$ cat src/rtl/game_state_ctrl.sv
// Round/level sequencer for Frogger: turns collision/restart levels into single
// game events and owns the level index, lives count and round-reset window.
module game_state_ctrl #(
    parameter int NUM_LEVELS  = 10,
    parameter int START_LIVES = 3,
    parameter int HOLD_CYCLES = 12_500_000
) (
    input  logic       clk,
    input  logic       reset_n,
    input  logic       win_collision,
    input  logic       death_collision,
    input  logic       restart_req,
    output logic [3:0] current_level,
    output logic [1:0] lives,
    output logic       round_reset,
    output logic       game_over,
    output logic       level_up,
    output logic       life_lost
);

    localparam int CNT_W = $clog2(HOLD_CYCLES);

    localparam logic [1:0] ST_PLAY       = 2'd0;
    localparam logic [1:0] ST_WIN_HOLD   = 2'd1;
    localparam logic [1:0] ST_DEATH_HOLD = 2'd2;
    localparam logic [1:0] ST_GAME_OVER  = 2'd3;

    localparam logic [CNT_W-1:0] CNT_LAST   = CNT_W'(HOLD_CYCLES - 1);
    localparam logic [CNT_W-1:0] CNT_ONE    = CNT_W'(1);
    localparam logic [3:0]       LEVEL_LAST = 4'(NUM_LEVELS - 1);
    localparam logic [1:0]       LIVES_INIT = 2'(START_LIVES);

    // Bit order: 0 = win, 1 = death, 2 = restart
    logic [2:0] in_vec;
    logic [2:0] edge_vec;

    assign in_vec = {restart_req, death_collision, win_collision};

    // Sample and prev both reset high so a level already high out of reset
    // has to fall before it can count as an event.
    generate
        for (genvar gi = 0; gi < 3; gi++) begin : g_edge
            logic sample_reg;
            logic prev_reg;

            always_ff @(posedge clk) begin
                if (!reset_n) begin
                    sample_reg <= 1'b1;
                    prev_reg   <= 1'b1;
                end else begin
                    sample_reg <= in_vec[gi];
                    prev_reg   <= sample_reg;
                end
            end

            assign edge_vec[gi] = sample_reg & ~prev_reg;
        end
    endgenerate

    logic win_ev;
    logic death_ev;
    logic restart_ev;

    assign win_ev     = edge_vec[0];
    assign death_ev   = edge_vec[1];
    assign restart_ev = edge_vec[2];

    logic [1:0]       state_reg, state_next;
    logic [CNT_W-1:0] cnt_reg, cnt_next;
    logic [3:0]       level_reg, level_next;
    logic [1:0]       lives_reg, lives_next;
    logic             level_up_reg, level_up_next;
    logic             life_lost_reg, life_lost_next;

    always_comb begin
        state_next     = state_reg;
        cnt_next       = cnt_reg;
        level_next     = level_reg;
        lives_next     = lives_reg;
        level_up_next  = 1'b0;
        life_lost_next = 1'b0;

        if (restart_ev) begin
            level_next = 4'd0;
            lives_next = LIVES_INIT;
            state_next = ST_DEATH_HOLD;
            cnt_next   = '0;
        end else begin
            case (state_reg)
                ST_PLAY: begin
                    if (death_ev) begin
                        life_lost_next = 1'b1;
                        cnt_next       = '0;
                        if (lives_reg > 2'd1) begin
                            lives_next = lives_reg - 2'd1;
                            state_next = ST_DEATH_HOLD;
                        end else begin
                            lives_next = 2'd0;
                            state_next = ST_GAME_OVER;
                        end
                    end else if (win_ev) begin
                        level_up_next = 1'b1;
                        level_next    = (level_reg == LEVEL_LAST) ? 4'd0 : level_reg + 4'd1;
                        state_next    = ST_WIN_HOLD;
                        cnt_next      = '0;
                    end
                end
                ST_WIN_HOLD, ST_DEATH_HOLD: begin
                    cnt_next = cnt_reg + CNT_ONE;
                    if (cnt_reg == CNT_LAST) begin
                        state_next = ST_PLAY;
                    end
                end
                default: ;
            endcase
        end
    end

    always_ff @(posedge clk) begin
        if (!reset_n) begin
            state_reg     <= ST_PLAY;
            cnt_reg       <= '0;
            level_reg     <= 4'd0;
            lives_reg     <= LIVES_INIT;
            level_up_reg  <= 1'b0;
            life_lost_reg <= 1'b0;
        end else begin
            state_reg     <= state_next;
            cnt_reg       <= cnt_next;
            level_reg     <= level_next;
            lives_reg     <= lives_next;
            level_up_reg  <= level_up_next;
            life_lost_reg <= life_lost_next;
        end
    end

    assign current_level = level_reg;
    assign lives         = lives_reg;
    assign round_reset   = (state_reg != ST_PLAY);
    assign game_over     = (state_reg == ST_GAME_OVER);
    assign level_up      = level_up_reg;
    assign life_lost     = life_lost_reg;

endmodule

$ cat config.mk
export PLATFORM = sky130hd
export DESIGN_NAME = game_state_ctrl
export DESIGN_NICKNAME = d
export VERILOG_FILES = /design/src/rtl/game_state_ctrl.sv
export SDC_FILE = /design/constraint.sdc
export NUM_CORES = 1
export LEC_CHECK = 0
export CAP_MARGIN = 40
export CORE_MARGIN = 2
export CORE_UTILIZATION = 60
export CTS_BUF_LIST = sky130_fd_sc_hd__clkbuf_8
export CTS_CLUSTER_DIAMETER = 40
export DETAILED_ROUTE_END_ITERATION = 8
export PLACE_DENSITY_LB_ADDON = 0.3
export SETUP_SLACK_MARGIN = 0.3
export SLEW_MARGIN = 25
export SYNTH_ARGS = -nofsm -noshare
export SYNTH_HDL_FRONTEND = slang
export SYNTH_SLANG_ARGS = --single-unit
$ cat constraint.sdc
create_clock -name clk -period 2.65 [get_ports clk]
set_input_delay 0.795 -clock clk [delete_from_list [all_inputs] [get_ports clk]]
set_output_delay 0.795 -clock clk [all_outputs]
set_load 0.05 [all_outputs]
==> impl_metrics.yaml <==
outcome:
  status: "complete, no violations"
clock_network:
  cts_hold_buf: 0
  htreeDepth: 2
  clock_sinks: 40
  cts_buffer_depth: 2
  cts_tree: "built"
  cts_made_buffers: 5
  root_buffer: "clkbuf_8"
  worstSkewPairLatency_ps: 290
  clk_pin_slew_ps: 70
hold_path:
  whs_path_depth: 1
  hold_end: "g_edge[2].prev_reg"
  hold_class: "reg2reg"
  worstHoldStart: "g_edge[2].sample_reg"
die:
  fp-row-count: 20
  start_util_pct: 62.4
  die_h_um: 59.9
  core_area_um2: 3000
  io_pins: 15
  die-area_um2: 3580
  die_w_um: 59.9
synth:
  ys_warn_count: 0
  synth-main-ff-cell: "dfxtp_1"
  async_flop_share_pct: 0
  postSynthAreaPerCell_um2: 9.14
  synth_seq_cells: 40
  synth_top_area_share_pct: 42.8
  ys_top_cells_by_area: "dfxtp_1, xor2_1, nor2_1, nand4_1, nand2b_1"
  synthesis.area_um2: 1870
  syn_inst: 205
  synth_top_cell_by_area: "dfxtp_1"
  syn-num-nets: 213
  yosysSeqAreaShare_pct: 42.8
  synth_edf_count: 0
  ys_types: 45
grt:
  grt_max_degree: 22
  grt_pass1_vias: 1452
  grt-ovfl-total: 0
  grt_pass1_wl_mm: 6.10
  grt_antenna_before_repair: 0
  grt_usage_pct: 22.8
worst_setup_path:
  r2r_slack_ps: 580
  worstPathArrival_ps: 1480
  crit_type: "reg2out"
  required_ps: 1860
  path_depth: 1
  rr_startpoint: "state_reg[0]"
  crit_chain: "clkdlybuf4s50_1"
  critical-path-slowest-cell: "clkdlybuf4s50_1"
  cp_top_family: "buffers and inverters"
  startpoint_type: "flip-flop"
  critPathBufInv: 1
  reg2reg_depth: 8
  path_max_fanout: 3
  r2r-end: "cnt_reg[21]"
  end_kind: "output pin"
  critPathMaxStageDelay_ps: 820
timing:
  rsz0062_at_grt: "no"
  fmax_mhz: 440
  worst_pin_slew_ps: 511
  fin_crit_sh_pct: 85.8
  fin_worst_skew_ps: 2.71
  period_minus_slack_ps: 2270
  fin_tns_setup_ps: 0
  relSlewSlack_pct: 65.9
  hold_violations: 0
  setup_viol_count_final: 0
  slew_violations: 0
finish:
  n_antenna_cell: 0
  regArea_um2: 801
  area_delta_synth_final_pct: 12.8
  largest_reg_flops: 24
  nNetsFinal: 231
  multi_input_area_um2: 995
  fin_area_um2: 2110
  n_fill_cell: 245
  drive_gt1_share_pct: 10.8
drt:
  drt_pass1_iterations: 4
  drc: 0
  num_vias: 1496
  wl_per_cell_um: 13.7
  drt_iter0_markers: 90
  vias_per_cell: 5.84
  antenna_left: 0
  wl_mm: 3.52
pwr:
  p_leak_nw: 0.848
  peakVddDrop_mv: 0.486
  power_density_nw_per_um2: 527
flow_run:
  max_cap_violations: 0
place:
  dp_hpwl_mm: 2.60
  port_buffers: 14
  place_area_um2: 2030
  gp_congestion: 0.870
-- what timing repair did --
item | 4_1_cts | 5_1_grt
buffers inserted | 0 | 0
setup endpoints to repair | 1 | 2
resized for setup | 1 | 2
pin swaps | 0 | 0
-- cell type report --
cell class	count	area share, %
Clock buffer	5	3.26
Clock inverter	2	0.415
Inverter	7	1.24
Multi-Input combinational cell	151	47.1
Sequential cell	40	37.9
Tap cell	33	1.95
Timing Repair Buffer	18	8.12
-- power by group --
part	leakage, nW	total [W]	internal, W	switching (W)
Clock	0.0452	0.000364	0.000175	0.000189
Combinational	0.478	0.000131	0.0000479	0.0000827
Sequential	0.324	0.000620	0.000612	0.00000791
-- synth_stat cells (all sizes together), types with 3 or more instances --
| library cell | number |
|---|---|
| buf | 5 |
| and3 | 6 |
| or3 | 4 |
| o21ai | 9 |
| nand2b | 10 |
| a21oi | 8 |
| ha | 3 |
| dfxtp | 40 |
| inv | 7 |
| nand4 | 15 |
| xor2 | 15 |
| nor2b | 5 |
| and2 | 3 |
| a31oi | 3 |
| nand3 | 10 |
| nand2 | 13 |
| nor2 | 25 |
| nor4 | 3 |
| nor3 | 3 |
| and4 | 3 |
-- per-stage QoR --
stage	worst slack (ps)	util, %	power (W)	hold slack, ps	instances
final	375	70.3	0.00111	450	256
after global routing	322	70.3	0.00117	479	256
after CTS	301	70.2	0.00112	460	256
after detailed placement	473	67.6	0.000764	442	249
after global placement	510	67.6	0.000760	426	249
after floorplan	723	-	0.000733	412	205
-- cell families after synthesis --
group	share of synthesized area [%]
adder cells (fa/ha/maj)	2.00
XOR/XNOR	7.95
flip-flops	42.8
AND/OR/NAND/NOR	33.6
AO/OA/AOI/OAI	9.55
buffers and inverters	4.14
-- worst reg2reg max path, stage by stage (launching register included) --
cell     delay, ps
dfxtp_1        370
inv_1           50
ha_1           370
nor2_2          80
a31oi_4        310
buf_4          230
nand4_4        100
or3_1          330
a21oi_1        160
-- routing by layer --
metal | vias to the layer above | routed length, µm | track usage, %
met5 | - | 0 | 0
met4 | 0 | 57 | 10.5
met3 | 6 | 130 | 7.14
met2 | 30 | 1850 | 39.8
met1 | 705 | 1470 | 24.9
li1 | 755 | - | -
-- placed cells by master (no fill, tap or decap), types with 3 or more instances in the layout --
master,Yosys,routed
a21oi_1,8,8
inv_1,7,8
dfxtp_1,40,40
buf_4,1,5
and3_1,4,4
clkbuf_8,0,5
xor2_1,15,15
or3_1,4,4
clkdlybuf4s50_1,0,10
nor2b_1,5,5
nand2b_1,8,8
ha_1,3,3
nor4_1,3,3
o21ai_0,8,8
nand4_1,13,13
nand2_1,12,12
nor2_1,24,24
nand3_1,10,10
-- how the worst max path moves through the flow --
stage / startpoint / slack [ps] / end
2_1_floorplan: state_reg[0] / 720 / cnt_reg[9]
3_3_place_gp: reset_n / 510 / cnt_reg[9]
3_5_place_dp: reset_n / 470 / cnt_reg[9]
4_1_cts: current_level[2] / 300 / current_level[2]
5_1_grt: lives[1] / 320 / lives[1]
6_report: current_level[0] / 380 / current_level[0]
(Power assumes the default switching activity.)
